<file path="src/rtl/fp_mul_pipe.sv">
// fp_mul_pipe: 4-stage IEEE-754 multiplier, FTZ, RNE/RTZ rounding, flags, global-stall valid/ready
module fp_mul_pipe #(
  parameter int EXP_W = 8,
  parameter int MAN_W = 23,
  parameter int TAG_W = 4
) (
  input  logic                   clkn_i,
  input  logic                   rst_i,
  input  logic                   in_valid_i,
  output logic                   in_ready_o,
  input  logic [EXP_W+MAN_W:0]   a_i,
  input  logic [EXP_W+MAN_W:0]   b_i,
  input  logic [TAG_W-1:0]       tag_i,
  input  logic                   rnd_i,
  output logic                   out_valid_o,
  input  logic                   out_ready_i,
  output logic [EXP_W+MAN_W:0]   res_o,
  output logic [TAG_W-1:0]       tag_o,
  output logic [3:0]             flags_o
);
  localparam int EW = EXP_W + 2;
  localparam int PW = 2*MAN_W + 2;
  localparam int MW = TAG_W + 5;
  localparam int SB = EXP_W + MAN_W;
  localparam logic signed [EW-1:0] BIAS = EW'((1 << (EXP_W-1)) - 1);
  localparam logic signed [EW-1:0] EMAX = EW'((1 << EXP_W) - 1);
  localparam logic [EXP_W-1:0] EONES = '1;
  localparam logic [EXP_W-1:0] EMAXF = {{(EXP_W-1){1'b1}}, 1'b0};
  localparam logic [1:0] C_NUM = 2'd0, C_ZERO = 2'd1, C_INF = 2'd2, C_NAN = 2'd3;
  logic en;
  logic v1_q, v1_d, v2_q, v2_d, v3_q, v3_d, v4_q, v4_d;
  logic signed [EW-1:0] e1_q, e1_d, e2_q, e2_d, e3_q, e3_d;
  logic [MAN_W:0] ma1_q, ma1_d, mb1_q, mb1_d;
  logic [PW-1:0] p2_q, p2_d;
  logic [MAN_W-1:0] f3_q, f3_d;
  logic x3_q, x3_d;
  // sideband travelling with each op: {invalid, class, sign, rnd, tag}
  logic [MW-1:0] m1_q, m1_d, m2_q, m2_d, m3_q, m3_d;
  logic [SB:0] res_q, res_d;
  logic [TAG_W-1:0] tag_q, tag_d;
  logic [3:0] flg_q, flg_d;
  assign en = ~v4_q | out_ready_i;
  assign in_ready_o = en;
  assign out_valid_o = v4_q;
  assign res_o = res_q;
  assign tag_o = tag_q;
  assign flags_o = flg_q;
  logic [EXP_W-1:0] ea, eb;
  logic [1:0] ca, cb;
  logic nan1, inv1;
  always_comb begin
    ea = a_i[SB-1:MAN_W];
    eb = b_i[SB-1:MAN_W];
    ca = ea == '0 ? C_ZERO : ea != EONES ? C_NUM : |a_i[MAN_W-1:0] ? C_NAN : C_INF;
    cb = eb == '0 ? C_ZERO : eb != EONES ? C_NUM : |b_i[MAN_W-1:0] ? C_NAN : C_INF;
    inv1 = (ca == C_INF && cb == C_ZERO) || (ca == C_ZERO && cb == C_INF);
    nan1 = inv1 || ca == C_NAN || cb == C_NAN;
    v1_d = in_valid_i;
    e1_d = $signed(EW'(ea)) + $signed(EW'(eb)) - BIAS;
    ma1_d = {1'b1, a_i[MAN_W-1:0]};
    mb1_d = {1'b1, b_i[MAN_W-1:0]};
    m1_d = {inv1,
            nan1 ? C_NAN : (ca == C_INF || cb == C_INF) ? C_INF :
            (ca == C_ZERO || cb == C_ZERO) ? C_ZERO : C_NUM,
            a_i[SB] ^ b_i[SB], rnd_i, tag_i};
  end
  always_comb begin
    v2_d = v1_q;
    e2_d = e1_q;
    m2_d = m1_q;
    p2_d = PW'(ma1_q) * PW'(mb1_q);
  end
  logic g3, s3, inc3, cy3;
  logic [MAN_W-1:0] fr3;
  always_comb begin
    fr3 = p2_q[PW-1] ? p2_q[PW-2:MAN_W+1] : p2_q[PW-3:MAN_W];
    g3 = p2_q[PW-1] ? p2_q[MAN_W] : p2_q[MAN_W-1];
    s3 = p2_q[PW-1] ? |p2_q[MAN_W-1:0] : |p2_q[MAN_W-2:0];
    inc3 = ~m2_q[TAG_W] & g3 & (s3 | fr3[0]);
    {cy3, f3_d} = {1'b0, fr3} + {{MAN_W{1'b0}}, inc3};
    e3_d = e2_q + $signed({{(EW-1){1'b0}}, p2_q[PW-1]}) + $signed({{(EW-1){1'b0}}, cy3});
    x3_d = g3 | s3;
    v3_d = v2_q;
    m3_d = m2_q;
  end
  logic inv4, sg4, rn4, of4, uf4;
  logic [1:0] c4;
  always_comb begin
    {inv4, c4, sg4, rn4, tag_d} = m3_q;
    of4 = e3_q >= EMAX;
    uf4 = e3_q[EW-1] | ~|e3_q;
    v4_d = v3_q;
    res_d = c4 == C_NAN  ? {1'b0, EONES, 1'b1, {(MAN_W-1){1'b0}}} :
            c4 == C_INF  ? {sg4, EONES, {MAN_W{1'b0}}} :
            c4 == C_ZERO ? {sg4, {SB{1'b0}}} :
            of4 ? (rn4 ? {sg4, EMAXF, {MAN_W{1'b1}}} : {sg4, EONES, {MAN_W{1'b0}}}) :
            uf4 ? {sg4, {SB{1'b0}}} : {sg4, e3_q[EXP_W-1:0], f3_q};
    flg_d = c4 == C_NAN ? {inv4, 3'b000} : c4 != C_NUM ? 4'b0000 :
            of4 ? 4'b0101 : uf4 ? 4'b0011 : {3'b000, x3_q};
  end
  always_ff @(negedge clkn_i) begin
    if (rst_i) begin
      {v1_q, v2_q, v3_q, v4_q} <= '0;
      {e1_q, e2_q, e3_q} <= '0;
      {ma1_q, mb1_q, p2_q, f3_q, x3_q} <= '0;
      {m1_q, m2_q, m3_q} <= '0;
      res_q <= '0;
      tag_q <= '0;
      flg_q <= '0;
    end else if (en) begin
      v1_q <= v1_d;
      v2_q <= v2_d;
      v3_q <= v3_d;
      v4_q <= v4_d;
      e1_q <= e1_d;
      e2_q <= e2_d;
      e3_q <= e3_d;
      ma1_q <= ma1_d;
      mb1_q <= mb1_d;
      p2_q <= p2_d;
      f3_q <= f3_d;
      x3_q <= x3_d;
      m1_q <= m1_d;
      m2_q <= m2_d;
      m3_q <= m3_d;
      res_q <= res_d;
      tag_q <= tag_d;
      flg_q <= flg_d;
    end
  end
endmodule

</file>
<file path="config.mk">
export PLATFORM = sky130hd
export DESIGN_NAME = fp_mul_pipe
export DESIGN_NICKNAME = d
export VERILOG_FILES = /design/src/rtl/fp_mul_pipe.sv
export SDC_FILE = /design/constraint.sdc
export NUM_CORES = 2
export LEC_CHECK = 0
export ABC_CLOCK_PERIOD_IN_PS = 7200
export BUFFER_PORTS_ARGS = -buffer_cell sky130_fd_sc_hd__buf_4
export CAP_MARGIN = 20
export CORE_MARGIN = 10
export CORE_UTILIZATION = 55
export DETAILED_ROUTE_END_ITERATION = 8
export GPL_ROUTABILITY_DRIVEN = 0
export PLACE_DENSITY = 0.7
export SYNTH_ARGS = -nofsm -noshare
export SYNTH_HDL_FRONTEND = slang
export SYNTH_SLANG_ARGS = --single-unit
</file>
<file path="constraint.sdc">
create_clock -name clkn_i -period 7.2 [get_ports clkn_i]
set_input_delay 1.44 -clock clkn_i [delete_from_list [all_inputs] [get_ports clkn_i]]
set_output_delay 1.44 -clock clkn_i [all_outputs]
set_load 0.01 [all_outputs]
</file>
After elaboration in Yosys (flattened, before gate mapping). Cells that the tools add are included.

Flip-flop bits (word level): 221. Output and inout port bits: 42. Logic and storage cells: 83.

Add/sub/neg operators: 5. Multipliers: 1. Magnitude comparators: 1. Equality and inequality tests: 11. Multiplexer cells: 22. Bitwise gates (word level): 9. Reductions and logical operators: 16.

Operator list (number): 31-bit two-way mux (4); 23-bit OR reduction (3); 24-bit by 24-bit multiplier with 48-bit output (1); 32-bit two-way mux (1); 23-bit by 1-bit adder with 24-bit output (1); 24-bit two-way mux (1); 23-bit two-way mux (1); 22-bit OR reduction (1); 10-bit by 2-bit adder with 10-bit output (2); 8-bit logical NOT (2); 8-bit != test, second input constant (2); 2-bit two-way mux (7); 2-bit == test, second input constant (6); 10-bit by 9-bit >= comparator with 1-bit output, second input constant (1); 10-bit OR reduction (1); 9-bit by 7-bit subtractor with 10-bit output, second input constant (1); 8-bit by 8-bit adder with 9-bit output (1); 2-bit by 1-bit == test with 1-bit output, second input constant (3); 3-bit two-way mux (2); 1-bit logical OR (5); 1-bit two-way mux (5); 4-bit two-way mux (1); 1-bit bitwise OR (4); 1-bit AND (2); other kinds (5) (7).

Logic depth before layout (Yosys ltp).
Depth in word-level cells: 10. Mapped depth: 27. Mapped depth without buffers: 25.

==> qor.txt <==
Status - finished clean
Routed len/inst - 17.3 µm
Finished Core Util - 62.7%
H-tree Lvls - 1
Post-synth EDFFs - 0
Fin area - 32,200 µm²
Async SR Flop Fraction - 0%
CTS tree - built
Die X - 248 µm
Worst Path Arrival - 5.60 ns
Root buf cell - clkbuf_16
Clock Path Buffers - 3
Layout cells sized above 1 - 8.75%
Final Hold Vio Count - 0
Worst hold start - m1_q[2]
Final worst slack - 0.164 ns
Worst hold stages - 2
# clock sinks - 220
Commonest non-fill, non-tap cell in the layout - inv_1
Power per Cell Area - 240 nW/µm²
Area Growth Syn to Fin - 12.8%
Drt first-iter violations - 1,462
Crit path launch type - flip-flop
Setup CP Type - reg -> out
Antenna violations before repair - 0
Core area - 51,300 µm²
Num rows - 83
Slew headroom - 32.0%
Placed inst area - 30,300 µm²
Seq cells post-synth - 220
First-pass GRT wire length - 127,000 µm
Avg Inst Size Synth - 8.37 µm²
GRT Total Usage - 25.4%
Starting Density - 55.6%
Worst flop-to-flop path endpoint - p2_q[46]
Vias in the first global route - 26,700
HPWL after DPL - 59,400 µm
Vias/cell - 5.50
Synth warn - 0
Min-Delay Endpoint - m2_q[2]
Synth top area cells - fa_1, dfxtp_1, ha_1, nand2_1, inv_1
Mapped Area - 28,500 µm²
Top_reg_cell synth - dfxtp_1
GR Overflow Total - 0
Final wirelength - 75,700 µm
Worst skew pair latency - 0.65 ns
PortBufs - 114
Height of the die - 248 µm
Slew Viols, Final - 0
TritonRoute pass-1 iters - 5
Clock Skews - 0.0530 ns
Vias - 24,100
Top Ports - 115
Crit Path Max Fanout - 92
Largest net degree at the start of global routing - 114
Syn_nets - 4,156
Reg2reg path depth - 24
Reg-to-reg slack, setup - 0.24 ns
Multiplexer share of the synthesized area - 0.689%
Main combinational cell family by area after synthesis - adder cells
Post-synth top area share - 34.0%
Max-cap check violation count - 0
Critical R2R Launch - mb1_q[3]
Post-synthesis compound-gate area fraction - 9.10%
Seq/Total Area, Yosys - 15.4%
Cts bufs inserted - 29
Worst path required time - 5.76 ns
DP Worst Slack - -0.0815 ns
DRC Markers - 0
Full die area - 61,400 µm²
Post-Synth XOR/XNOR Area - 2.24%
Clk pin slew, worst setup/hold paths - 0.04 ns
Post-synthesis cell type count - 71
Worst Hold Class - reg -> reg
VDD IR-drop max - 0.000255 V
Setup violators final - 0
Post-synth top area cell - fa_1
Most frequent cells in the layout - inv_1, nand2_1, fa_1
Slew @ Worst Pin - 1.02 ns
Antenna cells - 0
Post-Synth Adder-Cell Area - 42.4%
Antenna-violating nets left - 0
Leak - 16.2 nW
Post-layout nets - 4,429
Simple-gate area share of the yosys netlist - 19.9%
Syn Inst Count - 3,407
Critical Path Sink Type - output pin
==> final cells by class <==
class                      count  area [µm²]
clock buffer                  29         726
clock inverter               243        1030
fill                        4524       19100
inverter                     569        2140
multi-input combinational   2418       21300
sequential                   220        4430
tap                          680         851
timing repair buffer         222        1710
==> sequential cells by signal, summed over array words and instances, names as in the netlist, 9 cells and up <==
register / cells
e2_q: 10
e1_q: 10
e3_q: 10
m3_q: 9
ma1_q: 24
f3_q: 23
m2_q: 9
m1_q: 9
res_o: 32
p2_q: 48
mb1_q: 23
==> cell usage after synthesis (all sizes together) (22+ instances only) <==
library cell	number
nand3	38
nor4	26
dfxtp	220
nor2	143
a211oi	28
nand4	22
ha	192
xnor2	54
fa	484
o21ai	33
inv	568
a21o	25
nand2	626
clkbuf	180
and2	301
a21oi	265
==> how the worst max path moves through the flow <==
stage	cells past startpoint	start	to	slack (ns)
after detailed placement	12	a_i[24]	e1_q[7]	-0.08
after global routing	24	mb1_q[14]	p2_q[43]	-0.01
after CTS	25	ma1_q[11]	p2_q[45]	0.02
final	4	out_valid_o	in_ready_o	0.16
after floorplan	11	a_i[24]	e1_q[7]	0.14
after global placement	12	a_i[24]	e1_q[7]	-0.07
==> layer usage <==
metal  vias to the layer above  GRT usage (%)  share of wire (%)
li1                      11000              -                  -
met1                     12000           29.0                 39
met2                       855           43.9                 50
met3                       202           6.31                7.0
met4                         0           12.1                4.0
met5                         -              0                  0
==> power by group <==
group	total, mW	internal, mW	switching (mW)
clock	1.92	0.953	0.967
combinational	4.21	1.73	2.48
sequential	1.60	1.40	0.192
total	7.73	4.09	3.64
==> worst max-delay path, cell delays in order, from the launching register on <==
cell     delay, ns
dfxtp_1       0.30
nor2b_4       0.16
inv_8         0.31
buf_12        0.38
buf_4         0.19
==> cells by family (layout without fill, tap and decap cells) <==
kind of cell	count (synthesis)	count (layout)
simple gates	1220	1220
buf+inv	769	1063
compound gates	430	430
flops	220	220
fa+ha+maj	676	676
mux	19	19
xor+xnor	73	73
==> per-stage QoR <==
stage,cells,hold WS (ns),setup TNS [ns],total power [mW]
after global routing,4381,0.446,-0.0119,8.50
after global placement,4107,0.438,-0.0762,5.88
after detailed placement,4107,0.447,-0.129,5.92
after CTS,4379,0.448,0,7.76
after floorplan,3407,0.427,0,4.72
final,4381,0.446,0,7.73
==> what timing repair did <==
action | CTS | global route
setup buffers | 1 | 1
hold buffers | 0 | 0
gates resized for setup | 0 | 33
pin swaps | 0 | 1
setup endpoints to repair | 1 | 18
Power figures use the tool's default switching activity.
